[config.mk]
export PLATFORM = sky130hd
export DESIGN_NAME = period_decoder
export DESIGN_NICKNAME = d
export VERILOG_FILES = /design/src/rtl/period_decoder_pkg.sv /design/src/rtl/period_decoder_edge_sync.sv /design/src/rtl/period_decoder.sv
export SDC_FILE = /design/constraint.sdc
export NUM_CORES = 1
export LEC_CHECK = 0
export BUFFER_PORTS_ARGS = -buffer_cell sky130_fd_sc_hd__buf_2
export CAP_MARGIN = 25
export CORE_ASPECT_RATIO = 1.4
export CORE_MARGIN = 3
export CORE_UTILIZATION = 40
export CTS_BUF_LIST = sky130_fd_sc_hd__clkbuf_4
export DETAILED_ROUTE_END_ITERATION = 16
export MAX_ROUTING_LAYER = met4
export SETUP_SLACK_MARGIN = 0.2
export SLEW_MARGIN = 25
export SYNTH_ARGS = -nofsm -noshare
export SYNTH_HDL_FRONTEND = slang
export SYNTH_HIERARCHICAL = 1
export SYNTH_SLANG_ARGS = --single-unit
[constraint.sdc]
create_clock -name clk -period 2.3 [get_ports clk]
set_clock_uncertainty 0.05 [all_clocks]
set_input_delay 0.23 -clock clk [delete_from_list [all_inputs] [get_ports clk]]
set_output_delay 0.23 -clock clk [all_outputs]
set_load 0.01 [all_outputs]
[src/rtl/period_decoder_pkg.sv]
// Purpose: shared types and constants for the period decoder.
// Holds the decoder state encoding and the default period-counter width.
// No logic; imported by period_decoder.
package period_decoder_pkg;

  localparam int unsigned CNT_W_DEFAULT = 8;

  typedef enum logic [1:0] {
    IDLE    = 2'd0,
    MEASURE = 2'd1,
    CONFIRM = 2'd2,
    LOCKED  = 2'd3
  } state_e;

endpackage

[src/rtl/period_decoder_edge_sync.sv]
// Purpose: 2-flop synchronizer plus registered rising-edge detector for din.
// Latency: rise pulses for one cycle, 3 clk edges after d is first sampled high.
// Backpressure: none; free-running sampler.
// Ports: clk, reset (async active-low), clear (sync), d (async input), rise (1-cycle pulse).
module edge_sync (
  input  logic clk,
  input  logic reset,
  input  logic clear,
  input  logic d,
  output logic rise
);

  logic sync1_q, sync2_q, prev_q;
  logic live1_q, live2_q;
  logic armed_q;
  logic rise_q;

  // live1_q/live2_q track that sync1_q/sync2_q hold genuine samples of d
  // rather than reset/clear values. armed_q only sets once a genuine low
  // has reached sync2_q, so d already high when reset/clear releases can
  // never be mistaken for a rising edge.
  always_ff @(posedge clk or negedge reset) begin
    if (!reset) begin
      sync1_q <= 1'b0;
      sync2_q <= 1'b0;
      prev_q  <= 1'b0;
      live1_q <= 1'b0;
      live2_q <= 1'b0;
      armed_q <= 1'b0;
      rise_q  <= 1'b0;
    end else if (clear) begin
      sync1_q <= 1'b0;
      sync2_q <= 1'b0;
      prev_q  <= 1'b0;
      live1_q <= 1'b0;
      live2_q <= 1'b0;
      armed_q <= 1'b0;
      rise_q  <= 1'b0;
    end else begin
      sync1_q <= d;
      sync2_q <= sync1_q;
      prev_q  <= sync2_q;
      live1_q <= 1'b1;
      live2_q <= live1_q;
      armed_q <= armed_q | (live2_q & ~sync2_q);
      rise_q  <= sync2_q & ~prev_q & armed_q;
    end
  end

  assign rise = rise_q;

endmodule

[src/rtl/period_decoder.sv]
// Purpose: measures the period of din in clk cycles and locks after two equal periods.
// Latency: outputs registered, updated 1 cycle after the internal edge pulse (4 edges after din sampled high).
// Backpressure: none; outputs are level/pulse status only.
// Ports: clk, reset (async active-low), clear (sync), din (async pulse train),
//        period [CNT_W] locked period, valid (locked), err (1-cycle mismatch/overflow pulse).
module period_decoder
  import period_decoder_pkg::*;
#(
  parameter int unsigned CNT_W = CNT_W_DEFAULT
) (
  input  logic             clk,
  input  logic             reset,
  input  logic             clear,
  input  logic             din,
  output logic [CNT_W-1:0] period,
  output logic             valid,
  output logic             err
);

  localparam logic [CNT_W-1:0] CNT_MAX  = '1;
  localparam logic [CNT_W-1:0] CNT_ONE  = {{(CNT_W-1){1'b0}}, 1'b1};
  localparam logic [CNT_W-1:0] CNT_LAST = CNT_MAX - CNT_ONE;

  logic             e;
  logic             ovf;
  state_e           state_q, state_d;
  logic [CNT_W-1:0] cnt_q, cnt_d;
  logic [CNT_W-1:0] ref_q, ref_d;
  logic [CNT_W-1:0] period_q, period_d;
  logic             valid_q, valid_d;
  logic             err_q, err_d;

  edge_sync u_edge_sync (
    .clk   (clk),
    .reset (reset),
    .clear (clear),
    .d     (din),
    .rise  (e)
  );

  // Counter saturates instead of wrapping so IDLE can sit indefinitely.
  always_comb begin
    cnt_d = cnt_q;
    if (e) begin
      cnt_d = CNT_ONE;
    end else if (cnt_q != CNT_MAX) begin
      cnt_d = cnt_q + CNT_ONE;
    end
  end

  // Overflow fires on the step where cnt would reach its maximum without an
  // edge, so a period of CNT_MAX is already out of range and err coincides
  // with cnt showing CNT_MAX. An edge in the same cycle takes priority.
  assign ovf = (state_q != IDLE) && !e && (cnt_q == CNT_LAST);

  // State register and datapath registers.
  always_ff @(posedge clk or negedge reset) begin
    if (!reset) begin
      state_q  <= IDLE;
      cnt_q    <= '0;
      ref_q    <= '0;
      period_q <= '0;
      valid_q  <= 1'b0;
      err_q    <= 1'b0;
    end else if (clear) begin
      state_q  <= IDLE;
      cnt_q    <= '0;
      ref_q    <= '0;
      period_q <= '0;
      valid_q  <= 1'b0;
      err_q    <= 1'b0;
    end else begin
      state_q  <= state_d;
      cnt_q    <= cnt_d;
      ref_q    <= ref_d;
      period_q <= period_d;
      valid_q  <= valid_d;
      err_q    <= err_d;
    end
  end

  // Next-state logic.
  always_comb begin
    state_d = state_q;
    case (state_q)
      IDLE: begin
        if (e) state_d = MEASURE;
      end
      MEASURE: begin
        if (e)        state_d = CONFIRM;
        else if (ovf) state_d = IDLE;
      end
      CONFIRM: begin
        if (e && (cnt_q == ref_q)) state_d = LOCKED;
        else if (ovf)              state_d = IDLE;
      end
      LOCKED: begin
        if (e && (cnt_q != period_q)) state_d = CONFIRM;
        else if (ovf)                 state_d = IDLE;
      end
      default: state_d = IDLE;
    endcase
  end

  // Output / datapath next values. period is never cleared by a mismatch or
  // overflow so the last locked value stays readable.
  always_comb begin
    ref_d    = ref_q;
    period_d = period_q;
    valid_d  = valid_q;
    err_d    = 1'b0;
    case (state_q)
      MEASURE: begin
        if (e) ref_d = cnt_q;
      end
      CONFIRM: begin
        if (e) begin
          if (cnt_q == ref_q) begin
            period_d = cnt_q;
            valid_d  = 1'b1;
          end else begin
            ref_d = cnt_q;
          end
        end
      end
      LOCKED: begin
        if (e && (cnt_q != period_q)) begin
          ref_d   = cnt_q;
          valid_d = 1'b0;
          err_d   = 1'b1;
        end
      end
      default: ;
    endcase
    if (ovf) begin
      valid_d = 1'b0;
      err_d   = 1'b1;
    end
  end

  assign period = period_q;
  assign valid  = valid_q;
  assign err    = err_q;

endmodule

After elaboration in Yosys (flattened, before gate mapping)
Index checks and enable logic that the tools add are counted.
{"block": "word_totals", "elab_cells": 88, "out_inout_bits": 10, "input_bits": 4, "register_bits": 35}
{"block": "classes", "add_sub_neg": 1, "n_eq_ne": 15, "n_mux": 37, "bitwise": 6, "reduce_logical": 16}
{"cell": "2-to-1 mux 8 bit", "n": 12}
{"cell": "case mux 8 bit (3 select lines)", "n": 1}
{"cell": "2-to-1 mux 1 bit", "n": 16}
{"cell": "2-to-1 mux 2 bit", "n": 6}
{"cell": "!= test 3 x 2 -> 1 bit, second input constant", "n": 3}
{"cell": "adder 8 x 1 -> 8 bit, second input constant", "n": 1}
{"cell": "== test 8 bit", "n": 1}
{"cell": "== test 8 bit, second input constant", "n": 1}
{"cell": "!= test 4 bit, second input constant", "n": 2}
{"cell": "!= test 8 bit", "n": 1}
{"cell": "!= test 8 bit, second input constant", "n": 1}
{"cell": "case mux 2 bit (4 select lines)", "n": 1}
{"cell": "nonzero test 2 bit", "n": 4}
{"cell": "nonzero test 4 bit", "n": 2}
{"cell": "!= test 3 bit, second input constant", "n": 2}
{"cell": "AND reduction 5 bit", "n": 1}
{"cell": "== test 2 bit, second input constant", "n": 2}
{"cell": "logical AND 1 bit", "n": 4}
{"cell": "!= test 4 x 3 -> 1 bit, second input constant", "n": 1}
{"cell": "AND reduction 4 bit", "n": 1}
{"cell": "AND 1 bit", "n": 3}
{"cell": "AND reduction 3 bit", "n": 1}
{"cell": "nonzero test 3 bit", "n": 1}
{"cell": "== test 2 x 1 -> 1 bit, second input constant", "n": 1}
{"cell": "other kinds (5)", "n": 6}

Depth between registers and ports, before layout
{"block": "logic_depth", "depth_word": 7, "mapped_depth": 7, "mapped_depth_nobuf": 7}

Modules after synthesis
The synthesis kept the hierarchy.
{"module": "period_decoder", "area_per_inst_um2": 1911.8, "n_inst": 1, "seq_area_each_um2": 700.7, "cells_each": 184}
{"module": "edge_sync", "area_per_inst_um2": 236.5, "n_inst": 1, "seq_area_each_um2": 175.2, "cells_each": 15}

Worst setup path after synthesis
No wires, ideal clock.
{"block": "synth_timing", "path_type": "flip-flop to flip-flop", "start": "register cnt_q[1]", "end": "register ref_q[0]", "t_required_ns": 2.149, "n_path_buf": 1, "synth_period_minus_slack_ns": 1.581, "path_stages_with_launch": 7, "setup_ns": 0.101, "setup_slack_ns": 0.719, "arrival_ns": 1.430, "cell_sequence": "dfrtp_1 > buf_6 > xnor2_2 > nand4_1 > nor3_4 > a21oi_4 > o311ai_2"}
{"block": "synth_via", "elab_chain_cells": 4, "elab_cells_between_ends": 6, "classes_between": "eq/ne (4); reduce/logical (2)"}
{"element": "start: declaration", "line_no": "period_decoder.sv:27", "rtl": "logic [CNT_W-1:0] cnt_q, cnt_d;"}
{"element": "start signal: assignment", "line_no": "period_decoder.sv:74", "rtl": "cnt_q <= cnt_d;"}
{"element": "!= test 8 bit", "line_no": "period_decoder.sv:127", "rtl": "if (e && (cnt_q != period_q)) begin"}
{"element": "logical AND 1 bit", "line_no": "period_decoder.sv:127"}
{"element": "!= test 3 bit (no line)"}
{"element": "AND reduction 5 bit (no line) *"}
{"element": "end signal: assignment", "line_no": "period_decoder.sv:75", "rtl": "ref_q <= ref_d;"}
{"element": "end: declaration", "line_no": "period_decoder.sv:28", "rtl": "logic [CNT_W-1:0] ref_q, ref_d;"}
Mark *: on every way between the ends. The rest lies on a longest branch, timed or not.
A chain may end at the register's enable or synchronous reset.

Worst setup path after layout
{"block": "layout_timing", "start": "register cnt_q[0]", "end": "register ref_q[0]"}
{"block": "layout_via", "elab_chain_cells": 4, "elab_cells_between_ends": 12, "classes_between": "eq/ne (4); mux (6); reduce/logical (2)"}
{"element": "!= test 8 bit / 2-to-1 mux 8 bit (equally long branches)", "line_no": "period_decoder.sv:127, period_decoder.sv:118"}
{"element": "logical AND 1 bit / 2-to-1 mux 8 bit (equally long branches)", "line_no": "period_decoder.sv:127, period_decoder.sv:117"}
{"element": "!= test 3 bit (no line) / case mux 8 bit (3 select lines) (equally long branches)"}
{"element": "AND reduction 5 bit (no line) / 2-to-1 mux 8 bit (equally long branches)"}
Several ways; a longest one is shown, not always the timed one. The select of a mux whose other input is x is not followed.

==> impl_metrics.py <==
metrics = {
    "detailed_routing": {
        "wl_per_cell_um": 15.6,
        "vias": 1460,
        "wl_mm": 4.30,
        "drt_pass1_iterations": 4,
        "wl_met3_um": 132,
        "top_layer": "met4",
        "dr_wl_met2_mm": 2.28,
        "wl_met1_mm": 1.83,
        "vias_per_cell": 5.29,
        "remaining_drc_errors": 0,
        "antenna_left": 0,
        "drt-initial-drc-count": 76,
    },
    "global_route": {
        "grt_pass1_vias": 1480,
        "grt_first_pass_wirelength_mm": 7.39,
        "grt-ovfl-total": 0,
        "grt_max_degree": 36,
        "antenna_found_initial": 0,
        "grt_use_total_pct": 16.1,
    },
    "timing": {
        "holdWs_ns": 0.0637,
        "fin_crit_ns": 1.86,
        "rsz0062_at_grt": "no",
        "hold_violations": 0,
        "drv_slew": 0,
        "worst_pin_slew_ns": 0.787,
        "fin_tns_setup_ns": 0,
        "max_freq_ghz": 0.538,
        "post-route-period-util_pct": 80.8,
        "finalSetupViolCount": 0,
        "max_slew_margin_pct": 47.6,
    },
    "cells_and_area": {
        "stdcell_count": 276,
        "syn_to_final_growth_pct": 6.46,
        "n_antenna_cell": 0,
        "nets": 218,
        "drive_gt1_share_pct": 29.7,
    },
    "cts": {
        "cts_root_buf": "clkbuf_4",
        "cts.clk_slew.worst_paths_ns": 0.11,
        "clk_latency_ns": 0.33,
        "cts.sinks": 35,
        "htree_levels": 2,
        "cts.path.max_buffers": 2,
        "cts_buffers": 5,
        "cts_tree": "built",
    },
    "synthesis": {
        "synth_cell_type_count": 48,
        "yosysSeqAreaShare_pct": 40.8,
        "avgSynthCellArea_um2": 10.8,
        "yosys_warnings": 6,
        "syn_area_um2": 2150,
        "synthFlopType": "dfrtp_1",
        "async_flop_share_pct": 100,
        "synth_edf_count": 0,
        "synth_cells": 199,
        "ys_ff_latch": 35,
        "syn-num-nets": 205,
    },
    "floorplanning": {
        "dieArea_um2": 6300,
        "io-pin-count": 14,
        "rows": 30,
        "core_um2": 5030,
        "die_h_um": 92.7,
        "die_x_um": 67.9,
        "initial_core_util_pct": 42.7,
    },
    "setup_path": {
        "path_max_fanout": 9,
        "cp-end-kind": "register",
        "cp.arrival_ns": 2.05,
        "crit_type": "reg2reg",
        "crit_required_ns": 2.49,
        "critPathLaunchType": "register",
    },
    "place": {
        "dpl.cell_count": 265,
        "gp_congestion": 0.877,
        "hpwl_mm": 3.08,
        "port-buffer-count": 13,
    },
    "pwr": {
        "peakVddDrop_mv": 0.218,
        "p_per_area_nw_per_um2": 455,
        "finalPower_w": 0.00104,
        "power.static_leakage_nw": 1.00,
    },
    "flow_run": {
        "drv_cap": 0,
    },
    "min_path": {
        "hp-class": "in2reg",
    },
    "status": {
        "status": "finished clean",
    },
}
path summary, 6_finish.rpt:
path	from	end	slack, ns	cells past startpoint
min in group asynchronous	reset	u_edge_sync/live1_q	0.46	2
worst max register to register	cnt_q[0]	ref_q[0]	0.44	5
worst min-delay path	din	u_edge_sync/sync1_q	0.06	2
worst max-delay path	cnt_q[0]	ref_q[0]	0.44	5
worst min register to register	u_edge_sync/sync1_q	u_edge_sync/sync2_q	0.43	1
max in group asynchronous	reset	cnt_q[2]	1.19	2
timing repair:
item | CTS | global route
setup endpoints to repair | 0 | 9
hold endpoints to repair | 35 | 0
setup buffers | 0 | 3
hold buffers | 1 | 0
gates resized for setup | 0 | 2
layout by cell type, fill, tap and decap left out, drive strengths merged, types with 2 or more instances in the layout:
cell type,n
a211o,8
a21oi,3
a31oi,4
and2b,3
and3,3
and4,2
buf,21
clkbuf,5
clkinv,3
dfrtp,35
ha,2
inv,11
mux2i,9
nand2,11
nand2b,4
nand3,4
nand3b,7
nand4,7
nor2,20
nor2b,4
nor3,2
o21ai,4
o311ai,8
or2,2
xnor2,17
xor2,2
worst max-delay path, cell delays in order (launching register included):
cell and delay (ns):
dfrtp_1 0.51, xnor2_1 0.30, nand3_2 0.13, nor3_4 0.39
a21oi_4 0.14, o311ai_2 0.24
where the power goes:
group	leakage, nW	switching, W	internal, W
clock network	0.0285	0.000202	0.000108
registers	0.478	0.0000173	0.000626
logic	0.496	0.0000506	0.0000359
total	1.00	0.000270	0.000770
per-stage QoR:
step | worst slack (ns) | instance area [um^2] | utilization, %
floorplan | 0.719 | 2150 | -
global placement | 0.308 | 2200 | 43.7
detailed placement | 0.272 | 2200 | 43.7
CTS | 0.255 | 2260 | 44.9
global route | 0.239 | 2290 | 45.5
finish | 0.441 | 2290 | 45.5
sequential cells by signal, summed over array words and instances (netlist names), 2 cells and up:
register and flops:
cnt_q 8, period 8, state_q 2, ref_q 8
synth_stat cells, types with 3 or more instances:
cell / count / share of area (%)
a211o_2: 7 / 3.3
a31oi_1: 4 / 1.2
and2b_2: 3 / 1.2
and3_1: 3 / 0.87
buf_2: 3 / 0.70
buf_4: 4 / 1.4
buf_6: 7 / 3.7
dfrtp_1: 35 / 41
inv_1: 11 / 1.9
mux2i_1: 9 / 4.2
nand2_1: 11 / 1.9
nand2b_1: 4 / 1.2
nand3_1: 3 / 0.70
nand3b_1: 7 / 2.4
nand4_1: 7 / 2.0
nor2_1: 19 / 3.3
nor2b_1: 3 / 0.87
o21ai_0: 3 / 0.70
o311ai_2: 8 / 6.1
xnor2_1: 11 / 4.5
xnor2_2: 5 / 3.8
final cells by class:
type	count	area (um^2)
clock buffers	5	37.5
clock inverters	2	8.76
fillers	497	2740
inverters	12	45.0
multi-input cells	136	1100
flip-flops and latches	35	877
well taps	64	80.1
repair buffers	22	135
logic make-up after synthesis:
| kind of cell | count (synthesis) | share of synthesized area [%] |
|---|---|---|
| XOR/XNOR | 19 | 10.4 |
| AND/OR/NAND/NOR | 73 | 19.6 |
| AO/OA/AOI/OAI | 32 | 15.0 |
| multiplexers | 9 | 4.19 |
| adder cells (fa/ha/maj) | 3 | 1.81 |
| flip-flops | 35 | 40.8 |
| buffers and inverters | 28 | 8.21 |
routing by layer:
layer	vias up	global-route usage, %
met1	725	18.6
met2	18	27.2
met3	4	3.16
met4	0	5.31
met5	-	-
li1	713	-
Power figures use the tool's default switching activity.
